`config.mk`:
```
export PLATFORM = sky130hd
export DESIGN_NAME = rtc_bus_arbitro_flat
export DESIGN_NICKNAME = d
export VERILOG_FILES = /design/src/rtl/rtc_bus_arbitro_if.sv /design/src/rtl/rtc_bus_arbitro.sv /design/src/flat_wrapper.sv
export SDC_FILE = /design/constraint.sdc
export NUM_CORES = 1
export LEC_CHECK = 0
export ABC_CLOCK_PERIOD_IN_PS = 3650
export BUFFER_PORTS_ARGS = -buffer_cell sky130_fd_sc_hd__buf_2
export CAP_MARGIN = 40
export CORE_AREA = 4 4 66 68
export CTS_CLUSTER_SIZE = 24
export DETAILED_ROUTE_END_ITERATION = 12
export DIE_AREA = 0 0 70 72
export PLACE_DENSITY = 0.82
export RECOVER_POWER = 25
export SYNTH_ARGS = -nofsm -noshare
export SYNTH_HDL_FRONTEND = slang
export SYNTH_SLANG_ARGS = --single-unit
```
`constraint.sdc`:
```
create_clock -name clk -period 3.65 [get_ports clk]
set_clock_uncertainty 0.1 [all_clocks]
set_input_delay 0.9125 -clock clk [delete_from_list [all_inputs] [get_ports clk]]
set_output_delay 0.9125 -clock clk [all_outputs]
set_load 0.03 [all_outputs]
```
`src/rtl/rtc_bus_arbitro_if.sv`:
```
// Bus bundle between the RTC bus controller and its two requesters plus the
// chip-level multiplexed address/data pins.
interface rtc_bus_arbitro_if;
    logic       esc_req;
    logic [7:0] esc_dato;
    logic       DIR;
    logic       DAT;
    logic       cambio_estado;
    logic       lec_req;
    logic [7:0] lec_dir;
    logic [7:0] dato_leido;
    logic       lec_valid;
    logic       grant_esc;
    logic       grant_lec;
    logic       cs_n;
    logic       rd_n;
    logic       wr_n;
    logic       a_d;
    logic [7:0] ad_out;
    logic       ad_oe;
    logic [7:0] ad_in;

    modport slave (
        input  esc_req, esc_dato, lec_req, lec_dir, ad_in,
        output DIR, DAT, cambio_estado, dato_leido, lec_valid,
        output grant_esc, grant_lec, cs_n, rd_n, wr_n, a_d, ad_out, ad_oe
    );

    modport master (
        output esc_req, esc_dato, lec_req, lec_dir, ad_in,
        input  DIR, DAT, cambio_estado, dato_leido, lec_valid,
        input  grant_esc, grant_lec, cs_n, rd_n, wr_n, a_d, ad_out, ad_oe
    );
endinterface

```
`src/rtl/rtc_bus_arbitro.sv`:
```
// RTC multiplexed-bus controller: round-robin arbitration between the write
// sequencer and a read requester, phase strobes for the sequencer and
// registered chip-level bus timing with T_PH-cycle half-phases.
module rtc_bus_arbitro #(
    parameter int unsigned T_PH = 4
) (
    input  logic               clk,
    input  logic               reset,
    rtc_bus_arbitro_if.slave   bus
);
    typedef enum logic [3:0] {
        S_IDLE     = 4'd0,  S_ARB      = 4'd1,  S_ADR_REQ  = 4'd2,
        S_ADR_WAIT = 4'd3,  S_ADR_LO   = 4'd4,  S_ADR_HI   = 4'd5,
        S_DAT_REQ  = 4'd6,  S_DAT_WAIT = 4'd7,  S_DAT_LO   = 4'd8,
        S_DAT_HI   = 4'd9,  S_FIN      = 4'd10, S_RELEASE  = 4'd11
    } state_t;

    localparam logic [7:0] C_LAST = 8'(T_PH - 1);

    state_t     r_state, w_next;
    logic [7:0] r_cnt;
    logic       r_owner;     // 1 = writer owns the current transaction
    logic       r_last;      // 1 = writer was granted last
    logic       w_pick, w_owner, w_done, w_timed, w_bad, w_txn;
    logic       w_cs_n, w_rd_n, w_wr_n, w_a_d, w_oe;
    logic       w_dir, w_dat, w_cam, w_lv;
    logic       r_cs_n, r_rd_n, r_wr_n, r_a_d, r_oe;
    logic       r_dir, r_dat, r_cam, r_lv, r_ge, r_gl;
    logic [7:0] r_ad_out, r_dato;

    // With both requesting, the one that did not win last time gets the bus.
    assign w_pick  = (bus.esc_req && bus.lec_req) ? ~r_last : bus.esc_req;
    assign w_owner = (r_state == S_IDLE) ? w_pick : r_owner;
    assign w_done  = (r_cnt == C_LAST);
    assign w_timed = (r_state == S_ADR_LO) || (r_state == S_ADR_HI) ||
                     (r_state == S_DAT_LO) || (r_state == S_DAT_HI);

    // Next-state sequencing; an unknown encoding falls back to IDLE.
    always_comb begin
        w_next = r_state;
        w_bad  = 1'b0;
        case (r_state)
            S_IDLE:     w_next = (bus.esc_req || bus.lec_req) ? S_ARB : S_IDLE;
            S_ARB:      w_next = S_ADR_REQ;
            S_ADR_REQ:  w_next = S_ADR_WAIT;
            S_ADR_WAIT: w_next = S_ADR_LO;
            S_ADR_LO:   w_next = w_done ? S_ADR_HI : S_ADR_LO;
            S_ADR_HI:   w_next = w_done ? S_DAT_REQ : S_ADR_HI;
            S_DAT_REQ:  w_next = S_DAT_WAIT;
            S_DAT_WAIT: w_next = S_DAT_LO;
            S_DAT_LO:   w_next = w_done ? S_DAT_HI : S_DAT_LO;
            S_DAT_HI:   w_next = w_done ? S_FIN : S_DAT_HI;
            S_FIN:      w_next = r_owner ? S_RELEASE : S_IDLE;
            S_RELEASE:  w_next = bus.esc_req ? S_RELEASE : S_IDLE;
            default: begin
                w_next = S_IDLE;
                w_bad  = 1'b1;
            end
        endcase
    end

    // Output decode for the state being entered, so registered outputs line up with it.
    always_comb begin
        w_cs_n = 1'b1; w_rd_n = 1'b1; w_wr_n = 1'b1; w_a_d = 1'b0; w_oe = 1'b0;
        w_dir  = 1'b0; w_dat  = 1'b0; w_cam  = 1'b0; w_lv  = 1'b0; w_txn = 1'b0;
        case (w_next)
            S_ARB:      w_txn = 1'b1;
            S_ADR_REQ: begin w_txn = 1'b1; w_dir = w_owner; end
            S_ADR_WAIT: w_txn = 1'b1;
            S_ADR_LO:  begin w_txn = 1'b1; w_cs_n = 1'b0; w_oe = 1'b1; w_wr_n = 1'b0; end
            S_ADR_HI:  begin w_txn = 1'b1; w_cs_n = 1'b0; w_oe = 1'b1; end
            S_DAT_REQ: begin w_txn = 1'b1; w_cs_n = 1'b0; w_oe = w_owner; w_dat = w_owner; end
            S_DAT_WAIT: begin w_txn = 1'b1; w_cs_n = 1'b0; w_oe = w_owner; end
            S_DAT_LO: begin
                w_txn  = 1'b1; w_cs_n = 1'b0; w_a_d = 1'b1; w_oe = w_owner;
                w_wr_n = ~w_owner; w_rd_n = w_owner;
            end
            S_DAT_HI:  begin w_txn = 1'b1; w_cs_n = 1'b0; w_a_d = 1'b1; w_oe = w_owner; end
            S_FIN:     begin w_txn = 1'b1; w_cam = w_owner; w_lv = ~w_owner; end
            S_IDLE, S_RELEASE: w_txn = 1'b0;
            default:   w_txn = 1'b0;
        endcase
    end

    // State register, half-phase counter, owner latch and round-robin history.
    always_ff @(posedge clk) begin
        if (reset) begin
            r_state <= S_IDLE;
            r_cnt   <= 8'd0;
            r_owner <= 1'b0;
            r_last  <= 1'b0;
        end else begin
            r_state <= w_next;
            if (w_next != r_state) r_cnt <= 8'd0;
            else if (w_timed)      r_cnt <= r_cnt + 8'd1;
            else                   r_cnt <= r_cnt;
            if (r_state == S_IDLE && w_next == S_ARB) r_owner <= w_pick;
            else                                       r_owner <= r_owner;
            if (r_state == S_ARB) r_last <= r_owner;
            else                  r_last <= r_last;
        end
    end

    // Registered bus pins, pulses, grants, drive value and read capture.
    always_ff @(posedge clk) begin
        if (reset) begin
            r_cs_n <= 1'b1; r_rd_n <= 1'b1; r_wr_n <= 1'b1; r_a_d <= 1'b0; r_oe <= 1'b0;
            r_dir  <= 1'b0; r_dat  <= 1'b0; r_cam  <= 1'b0; r_lv  <= 1'b0;
            r_ge   <= 1'b0; r_gl   <= 1'b0;
            r_ad_out <= 8'h00;
            r_dato   <= 8'h00;
        end else begin
            r_cs_n <= w_cs_n; r_rd_n <= w_rd_n; r_wr_n <= w_wr_n; r_a_d <= w_a_d; r_oe <= w_oe;
            r_dir  <= w_dir;  r_dat  <= w_dat;  r_cam  <= w_cam;  r_lv  <= w_lv;
            r_ge   <= w_txn & w_owner;
            r_gl   <= w_txn & ~w_owner;
            if (w_bad)
                r_ad_out <= 8'h00;
            else if (r_state == S_ADR_WAIT)
                r_ad_out <= r_owner ? bus.esc_dato : bus.lec_dir;
            else if (r_state == S_DAT_WAIT && r_owner)
                r_ad_out <= bus.esc_dato;
            else
                r_ad_out <= r_ad_out;
            if (r_state == S_DAT_LO && w_done && !r_owner) r_dato <= bus.ad_in;
            else                                            r_dato <= r_dato;
        end
    end

    assign bus.cs_n          = r_cs_n;
    assign bus.rd_n          = r_rd_n;
    assign bus.wr_n          = r_wr_n;
    assign bus.a_d           = r_a_d;
    assign bus.ad_oe         = r_oe;
    assign bus.ad_out        = r_ad_out;
    assign bus.DIR           = r_dir;
    assign bus.DAT           = r_dat;
    assign bus.cambio_estado = r_cam;
    assign bus.lec_valid     = r_lv;
    assign bus.grant_esc     = r_ge;
    assign bus.grant_lec     = r_gl;
    assign bus.dato_leido    = r_dato;
endmodule
```
`src/flat_wrapper.sv`:
```
// flat-port wrapper written by rule: the top's interface ports become plain ports
module rtc_bus_arbitro_flat 
#(
    parameter int unsigned T_PH = 4
)
  (clk, reset, bus_esc_req, bus_esc_dato, bus_lec_req, bus_lec_dir, bus_ad_in, bus_DIR, bus_DAT, bus_cambio_estado, bus_dato_leido, bus_lec_valid, bus_grant_esc, bus_grant_lec, bus_cs_n, bus_rd_n, bus_wr_n, bus_a_d, bus_ad_out, bus_ad_oe);
  rtc_bus_arbitro_if bus_i ();
  input  logic clk;
  input  logic reset;
  input wire logic [$bits(bus_i.esc_req)-1:0] bus_esc_req;
  input wire logic [$bits(bus_i.esc_dato)-1:0] bus_esc_dato;
  input wire logic [$bits(bus_i.lec_req)-1:0] bus_lec_req;
  input wire logic [$bits(bus_i.lec_dir)-1:0] bus_lec_dir;
  input wire logic [$bits(bus_i.ad_in)-1:0] bus_ad_in;
  output wire logic [$bits(bus_i.DIR)-1:0] bus_DIR;
  output wire logic [$bits(bus_i.DAT)-1:0] bus_DAT;
  output wire logic [$bits(bus_i.cambio_estado)-1:0] bus_cambio_estado;
  output wire logic [$bits(bus_i.dato_leido)-1:0] bus_dato_leido;
  output wire logic [$bits(bus_i.lec_valid)-1:0] bus_lec_valid;
  output wire logic [$bits(bus_i.grant_esc)-1:0] bus_grant_esc;
  output wire logic [$bits(bus_i.grant_lec)-1:0] bus_grant_lec;
  output wire logic [$bits(bus_i.cs_n)-1:0] bus_cs_n;
  output wire logic [$bits(bus_i.rd_n)-1:0] bus_rd_n;
  output wire logic [$bits(bus_i.wr_n)-1:0] bus_wr_n;
  output wire logic [$bits(bus_i.a_d)-1:0] bus_a_d;
  output wire logic [$bits(bus_i.ad_out)-1:0] bus_ad_out;
  output wire logic [$bits(bus_i.ad_oe)-1:0] bus_ad_oe;
  assign bus_i.esc_req = bus_esc_req;
  assign bus_i.esc_dato = bus_esc_dato;
  assign bus_i.lec_req = bus_lec_req;
  assign bus_i.lec_dir = bus_lec_dir;
  assign bus_i.ad_in = bus_ad_in;
  assign bus_DIR = bus_i.DIR;
  assign bus_DAT = bus_i.DAT;
  assign bus_cambio_estado = bus_i.cambio_estado;
  assign bus_dato_leido = bus_i.dato_leido;
  assign bus_lec_valid = bus_i.lec_valid;
  assign bus_grant_esc = bus_i.grant_esc;
  assign bus_grant_lec = bus_i.grant_lec;
  assign bus_cs_n = bus_i.cs_n;
  assign bus_rd_n = bus_i.rd_n;
  assign bus_wr_n = bus_i.wr_n;
  assign bus_a_d = bus_i.a_d;
  assign bus_ad_out = bus_i.ad_out;
  assign bus_ad_oe = bus_i.ad_oe;
  rtc_bus_arbitro #(.T_PH(T_PH)) u_core (.clk(clk), .reset(reset), .bus(bus_i));
endmodule
```
## Word-level counts from Yosys, hierarchy flattened

Cells that the tools add are included.
W data, S select, Z words.

- Logic and storage cells: 92
- Input port bits: 28
- Register bits: 41

- Add/subtract/negate cells: 1
- Bitwise logic cells: 9
- Muxes and demuxes: 18
- Eq/ne operators: 23
- Reduce and logical (&&, ||, !) cells: 24

Operator list:

| kind | count |
|---|---|
| $pmux W4 S12 | 1 |
| $eq A4 B3 Y1 const B | 8 |
| $eq A4 B4 Y1 const B | 7 |
| $mux W8 | 3 |
| $eq A4 B2 Y1 const B | 4 |
| $reduce_or A2 Y1 | 8 |
| $reduce_or A12 Y1 | 1 |
| $reduce_or A10 Y1 | 1 |
| $add A8 B1 Y8 const B | 1 |
| $eq A4 B1 Y1 const B | 2 |
| $eq A8 B2 Y1 const B | 1 |
| $mux W1 | 8 |
| $mux W4 | 2 |
| $not A1 Y1 | 7 |
| $reduce_or A6 Y1 | 1 |
| $logic_and A1 B1 Y1 | 5 |
| $logic_not A4 Y1 | 1 |
| $logic_or A1 B1 Y1 | 4 |
| $mux W2 | 2 |
| $ne A4 B4 Y1 | 1 |
| $pmux W1 S2 | 2 |
| $reduce_or A4 Y1 | 1 |
| $and A1 B1 Y1 | 2 |
| $reduce_bool A2 Y1 | 1 |
| $logic_not A1 Y1 | 1 |

## Depth between registers and ports, before layout

Gate-level depths: netlist of run 1.

- Depth in word-level cells: 7
- Gate-level depth with buffers: 7
- Gate-level depth less buffers: 6

## Least setup slack after synthesis of run 1

Ideal clock, no wire load.

- Kind: input to register
- Start point: input bus_esc_req
- End point: register u_core.r_cnt[0]
- Cell stages on the path: 5
- Arrival: 1.887 ns
- Path slack: 1.530 ns
- Buffers on the path: 0
- Library setup time: 0.132 ns
- Cells stage by stage: and4b_1 > and2_1 > o21a_1 > a41oi_4 > nor3_2

- Cells in the longest elaborated chain, start to end: 5

RTL lines:

| element | line | source |
|---|---|---|
| from (decl) | flat_wrapper.sv:10 | `input wire logic [$bits(bus_i.esc_req)-1:0] bus_esc_req;` |
| $logic_or A1 B1 Y1 | rtc_bus_arbitro.sv:43 | `S_IDLE: w_next = (bus.esc_req \|\| bus.lec_req) ? S_ARB : S_IDLE;` |
| $mux W1 | rtc_bus_arbitro.sv:43 |  |
| $pmux W4 S12 * | rtc_bus_arbitro.sv:42 | `case (r_state)` |
| $ne A4 B4 Y1 * | rtc_bus_arbitro.sv:94 | `if (w_next != r_state) r_cnt <= 8'd0;` |
| $reduce_or A2 Y1 (no source line) * | - |  |
| to (signal assigned) | rtc_bus_arbitro.sv:95 | `else if (w_timed) r_cnt <= r_cnt + 8'd1;` |
| to (signal assigned) | rtc_bus_arbitro.sv:96 | `else r_cnt <= r_cnt;` |
| to (decl) | rtc_bus_arbitro.sv:21 | `logic [7:0] r_cnt;` |

Mark *: on every way between the ends. The rest lies on a longest branch, timed or not.
A chain may end at the register's enable or synchronous reset.

## Final worst setup path of run 1

- Start point: register u_core.r_state[1]
- End point: register u_core.r_cnt[2]

- Cells in the longest elaborated chain, start to end: 4

RTL lines:

| element | line | source |
|---|---|---|
| from (decl) | rtc_bus_arbitro.sv:20 | `state_t r_state, w_next;` |
| from (signal assigned) | rtc_bus_arbitro.sv:93 | `r_state <= w_next;` |
| $eq A4 B4 Y1 (tied with other cells) | rtc_bus_arbitro.sv:42 |  |
| $pmux W4 S12 / $logic_or A1 B1 Y1 (equally long branches) | rtc_bus_arbitro.sv:42, rtc_bus_arbitro.sv:35 |  |
| $ne A4 B4 Y1 / $logic_or A1 B1 Y1 (equally long branches) | rtc_bus_arbitro.sv:94, rtc_bus_arbitro.sv:35 |  |
| $reduce_or A2 Y1 (no source line) / $logic_or A1 B1 Y1 (equally long branches) | - |  |

Parallel ways exist; a longest one is shown, timed or not.

==> reports/qor.yml, run 1 <==
status: "finished clean"
clkLatencyLatePin_ps: 310
antenna_found_initial: 0
place_ws_ps: 1280
slew_violations: 0
grt_use_total_pct: 16.0
required_ps: 3730
dp.final_hpwl_um: 2870
power_frac_seq_pct: 42.5
port_buffers: 54
swShare_pct: 29.7
core_area_um2: 3860
seq_area_um2: 821
die_y_um: 72
synth_edf_count: 0
route.detailed.drc: 0
vias_per_cell: 5.24
globalRouteMet1Util_pct: 19.1
drt_iter0_drc: 91
fin_setup_tns_ps: 0
min_path_type: "reg2reg"
vdd_drop_max_uv: 256
fmax_mhz: 398
syn2layout_area_growth_pct: 17.9
fin_crit_sh_pct: 68.9
grtUsageMet3_pct: 3.60
grt_pass1_wl_um: 6440
wl_um: 3800
finalWorstSetupSlack_ps: 1130
fin_util_pct: 60.7
initial_utilization_pct: 51.5
grt_pass1_vias: 1462
vias: 1556
critPathTopFamily: "compound AO/OA/AOI/OAI gates"
synth_cells: 194
die_x_um: 70
path_clk_slew_ps: 80
total_power_mw: 1.19
syn-cell-area_um2: 1990
startpoint_type: "register"
antenna_left: 0
pwr-share-comb_pct: 20.9
powerDensity_nw_per_um2: 510
worst-setup-path-type: "reg2reg"
rows: 23
synth_nets: 223
nets: 275
power_switching_uw: 355
pwr-share-clk_pct: 36.5
rsz0062_at_grt: "false"
place.gp.congestion: 0.811
fin_crit_ps: 2520
worstMarginPinSlew_ps: 705
ys_ff_latch: 41
yosysSeqAreaShare_pct: 41.3
clk_path_buf_depth: 2
crit_arrival_ps: 2590
syn_area_per_cell_um2: 10.2
hold_violations: 0
cts_resized: 0
multi_input_area_um2: 1050
crit_chain: "nor4_1, o21ai_0, a41oi_4, nor3_2"
post-cts-setup-buffers: 0
slowest_delay_ps: 720
ys_types: 50
drt_pre_antenna_iters: 4
maxSlewHeadroom_pct: 52.6
drive_gt1_share_pct: 30.0
overflow: 0
crit_buf_inv: 0
grt-busiest-layer: "met2"
numCtsBuffers: 5
maxCapViolations: 0
diodes: 0
use_met2_pct: 27.1
cts_num_sinks: 41
num-fill-cells: 366
hold_buffers: 0
htreeDepth: 2
p_int_uw: 839
synth-async-reset-ratio_pct: 0
dieArea_um2: 5040
io_pins: 55
power.leakage_nw: 0.941
cp_slowest_cell: "nor4_1"
ys_warn_count: 0
setup-violations-final: 0
cts-root-buf: "clkbuf_8"
crit_path_end_kind: "register"
tritoncts: "done"
synth_top_flop_cell: "dfxtp_1"
crit_fanout: 15
grt_max_degree: 17
routedWlPerCell_um: 12.8
## worst reg2reg max path: cells and delay by family (launching register included)
| kind | cells | cell delay [ps] |
|---|---|---|
| AO/OA/AOI/OAI | 2 | 940 |
| AND/OR/NAND/NOR | 2 | 820 |
| flip-flops | 1 | 520 |
## flip-flops by register name, indices dropped and copies added (netlist names), 4 cells and up
name                   flops
u_core.bus.dato_leido      8
u_core.r_cnt               8
u_core.bus.ad_out          8
u_core.r_state             4
## power by group through the flow
stage | sequential [mW] | clock [mW] | combinational [mW]
after floorplan | 0.532 | 0 | 0.194
after global routing | 0.513 | 0.462 | 0.275
final | 0.508 | 0.436 | 0.250
after CTS | 0.510 | 0.447 | 0.259
after global placement | 0.520 | 0 | 0.254
after detailed placement | 0.521 | 0 | 0.258
## layout make-up
cell class / count / share of cell area (%)
Multi-Input combinational cell: 139 / 44.8
Sequential cell: 41 / 35.0
Timing Repair Buffer: 54 / 10.8
Clock buffer: 5 / 2.94
Clock inverter: 3 / 2.94
Tap cell: 50 / 2.67
Inverter: 5 / 0.801
## metal layers
layer	part of all wire, %	vias to the layer above	wire length, µm
met5	0	-	0
met4	1.9	0	72
met3	7.4	5	280
met2	47	57	1800
met1	43	699	1650
li1	-	795	-
## logic make-up (layout without fill, tap and decap cells)
family,after synthesis,after routing,synth area share (%)
simple gates,77,77,25.1
flops,41,41,41.3
compound gates,35,35,15.0
mux,17,17,8.56
buf+inv,14,67,5.10
xor+xnor,9,9,4.35
fa+ha+maj,1,1,0.630
## placed cells by master (no fill, tap or decap), drive strengths merged, types with 5 or more instances in the layout
cell and instances:
mux2i 17, clkbuf 19, dfxtp 41, inv 5, buf 40, nand2 12, xnor2 7, nor2 24
nor3 12, a211oi 10, nand3 5, a21oi 6
## worst paths after layout
| check | startpoint | end | slack (ps) | depth (start not counted) |
|---|---|---|---|---|
| worst max-delay path | u_core.r_state[1] | u_core.r_cnt[2] | 1130 | 4 |
| worst max register to register | u_core.r_state[1] | u_core.r_cnt[2] | 1130 | 4 |
| worst min register to register | u_core.r_last | u_core.r_last | 380 | 2 |
| worst min-delay path | u_core.r_last | u_core.r_last | 380 | 2 |
## through the flow
step	std cells	area (µm²)	hold slack, ps
after floorplan	194	1990	345
after global placement	289	2240	366
after detailed placement	289	2240	372
after CTS	297	2370	383
after global routing	297	2340	421
final	297	2340	381
## cells in the mapped netlist, types with 3 or more instances
library cell	n	area share (%)
nand2_1	10	1.9
nor3_2	9	4.5
dfxtp_1	41	41
a21oi_1	6	1.5
nand3_1	4	1.0
a211oi_1	9	3.4
and3_1	3	0.94
and2_1	3	0.94
buf_6	6	3.4
xnor2_1	6	2.6
o21ai_1	3	0.76
mux2i_1	17	8.6
nand2b_1	4	1.3
nor3_1	3	0.76
and4_1	3	1.3
nor2_1	23	4.3
(Power assumes the default switching activity.)
==> inputs of run 2 (changes only) <==
ABC_AREA = 1   (was unset)
ABC_CLOCK_PERIOD_IN_PS = 2230   (was 3650)
CORE_AREA = 4 4 69 71   (was 4 4 66 68)
DIE_AREA = 0 0 73 75   (was 0 0 70 72)
PLACE_DENSITY = 0.76   (was 0.82)
clock period = 2.23 ns   (was 3.65 ns; I/O delays follow)
==> run 2 against run 1 <==
Core utilization fell by 7.3 points. Routed wire length up 10%. Flip-flop and latch count unchanged. Largest cell class unchanged.
==> reports/qor.yml, run 2 <==
vias: 1865  # was 1,556
power.leakage_nw: 1.03  # was 0.941 nW
dpl_cell_area_um2: 2180  # was 2240 µm²
place.gp.congestion: 0.853  # was 0.811
overflow: 0  # unchanged
numCtsBuffers: 5  # unchanged
synth_top_flop_cell: "dfxtp_1"  # unchanged
fin_setup_tns_ps: 0  # unchanged
hold_violations: 0  # unchanged
diodes: 0  # unchanged
htreeDepth: 2  # unchanged
min_path_type: "in2reg"  # was reg2reg
cpMostUsedCell: "nand2_1"
port_buffers: 54  # unchanged
vias_per_cell: 5.05  # was 5.24
drive_gt1_share_pct: 20.8  # was 30.0%
synth_top_area_share_pct: 43.9  # was 41.3%
slowest_delay_ps: 470  # was 720 ps
antenna_found_initial: 0  # unchanged
whs_ps: 402  # was 381 ps
syn-cell-area_um2: 1870  # was 1990 µm²
maxSlewHeadroom_pct: 61.7  # was 52.6%
synth_edf_count: 0  # unchanged
nets: 346  # was 275
syn2layout_area_growth_pct: 20.8  # was 17.9%
die_x_um: 73  # was 70 µm
crit_path_end_kind: "register"  # unchanged
ys_warn_count: 0  # unchanged
final_cell_mix: "49 x nand2_1, 49 x nor2_1, 41 x dfxtp_1"  # was 41 x dfxtp_1, 40 x buf_2, 23 x nor2_1
power_switching_uw: 547  # was 355 µW
cts-root-buf: "clkbuf_8"  # unchanged
wl_um: 4200  # was 3800 µm
swShare_pct: 31.0  # was 29.7%
cp_slowest_cell: "dfxtp_1"  # was nor4_1
yosys.area.top_type: "dfxtp_1"  # unchanged
core_area_um2: 4230  # was 3860 µm²
required_ps: 2330  # was 3730 ps
startpoint_type: "register"  # unchanged
pwr-share-comb_pct: 21.9  # was 20.9%
grt_max_degree: 17  # unchanged
clkLatencyLatePin_ps: 290  # was 310 ps
ys_types: 30  # was 50
synth.area.top_cells: "dfxtp_1 44%, nand2_1 9.8%, nor2_1 9.6%"  # was dfxtp_1 41%, mux2i_1 8.6%, nor3_2 4.5%
synth_nets: 289  # was 223
worstMarginPinSlew_ps: 570  # was 705 ps
fin_crit_ps: 1830  # was 2520 ps
rsz0062_at_grt: "false"  # unchanged
synth-async-reset-ratio_pct: 0  # unchanged
grt_pass1_wl_um: 7270  # was 6440 µm
path_clk_slew_ps: 80  # about the same
post-cts-setup-buffers: 0  # unchanged
grt_use_total_pct: 16.8  # was 16.0%
maxCapViolations: 0  # unchanged
cts_resized: 0  # unchanged
p_int_mw: 1.22  # was 839 µW
syn_area_per_cell_um2: 7.20  # was 10.2 µm²
routedWlPerCell_um: 11.4  # was 12.8 µm
vdd_drop_max_uv: 364  # was 256 µV
drt_pre_antenna_iters: 6  # was 4
powerDensity_nw_per_um2: 780  # was 510 nW/µm²
synth_common_cells: "49 x nand2_1, 48 x nor2_1, 41 x dfxtp_1, 26 x inv_1, 26 x o21ai_0"  # was 41 x dfxtp_1, 23 x nor2_1, 17 x mux2i_1, 10 x nand2_1
synth_cells: 260  # was 194
grt_pass1_vias: 1694  # was 1,462
fmax_mhz: 546  # was 398 MHz
crit_chain: "nand2_1, inv_2, nor2_1, nor3_1, nand2_1, inv_1, nand3_1, nand2_1, inv_1"  # was nor4_1, o21ai_0, a41oi_4, nor3_2
drt_iter0_drc: 93  # was 91
total_power_mw: 1.76  # was 1.19 mW
route.detailed.drc: 0  # unchanged
io_pins: 55  # unchanged
die_y_um: 75  # was 72 µm
cts_num_sinks: 41  # unchanged
num-fill-cells: 427  # was 366
rows: 24  # was 23
hold_buffers: 0  # unchanged
crit_arrival_ps: 1930  # was 2590 ps
crit_fanout: 8  # was 15
worst-setup-path-type: "reg2reg"  # unchanged
power_frac_seq_pct: 46.1  # was 42.5%
tritoncts: "done"  # unchanged
clk_path_buf_depth: 2  # unchanged
final_area_um2: 2260  # was 2340 µm²
antenna_left: 0  # unchanged
ys_ff_latch: 41  # unchanged
pwr-share-clk_pct: 32.0  # was 36.5%
fin_crit_sh_pct: 82.1  # was 68.9%
initial_utilization_pct: 44.2  # was 51.5%
status: "finished clean"  # unchanged
dp.final_hpwl_um: 3110  # was 2870 µm
synth.most_common_cell: "nand2_1"  # was dfxtp_1
yosysSeqAreaShare_pct: 43.9  # was 41.3%
slew_violations: 0  # unchanged
setup-violations-final: 0  # unchanged
dieArea_um2: 5480  # was 5040 µm²
[run 2: worst max-delay path: cells and delay by family (launching register included)]
family                 cells  cell delay, ps
buffers and inverters      3             250
DFF                        1             470
and+or+nand+nor            6             900
[run 2: cell type report]
type                       count  area, µm²  share of cell area (%)
multi-input combinational    185        903                    40.0
sequential                    41        821                    36.3
timing repair buffer          55        259                    11.5
inverter                      29        109                    4.81
clock buffer                   5       68.8                    3.04
tap                           52       65.1                    2.88
clock inverter                 2       35.0                    1.55
[run 2: metrics by stage]
| step | util (%) | std cells | worst slack (ps) |
|---|---|---|---|
| final | 53.4 | 369 | 400 |
| after global routing | 53.4 | 369 | 197 |
| after CTS | 54.0 | 369 | 470 |
| after detailed placement | 51.6 | 362 | 405 |
| after global placement | 51.6 | 362 | 442 |
| after floorplan | - | 260 | 640 |
[run 2: cell families after synthesis]
logic type,after synthesis,share of synthesized area [%]
AOI/OAI and AO/OA,45,13.6
xor gates and xnor gates,4,1.87
adders and majority gates,1,0.668
buffers and inverters,34,7.49
DFF,41,43.9
muxes,1,0.602
and+or+nand+nor,134,31.9
[run 2: path summary, 6_finish.rpt]
kind,slack [ps],from,end,depth (start not counted)
setup / recovery,400,u_core.r_state[1],u_core.bus.wr_n,9
hold / removal,400,bus_ad_in[4],u_core.bus.dato_leido[4],3
setup reg to reg,400,u_core.r_state[1],u_core.bus.wr_n,9
hold reg to reg,420,u_core.bus.dato_leido[3],u_core.bus.dato_leido[3],2
[run 2: power groups by stage]
stage | logic [mW] | registers (mW) | clock network, mW
floorplan | 0.255 | 0.869 | 0
global placement | 0.389 | 0.829 | 0
detailed placement | 0.395 | 0.829 | 0
CTS | 0.397 | 0.811 | 0.584
global route | 0.436 | 0.819 | 0.615
finish | 0.386 | 0.812 | 0.564
[run 2: layer usage]
metal | share of wire (%) | up-vias | GRT usage [%]
li1 | - | 954 | -
met1 | 44 | 847 | 19.7
met2 | 48 | 50 | 27.7
met3 | 5.0 | 14 | 4.81
met4 | 3.0 | 0 | 9.02
met5 | 0 | - | 0
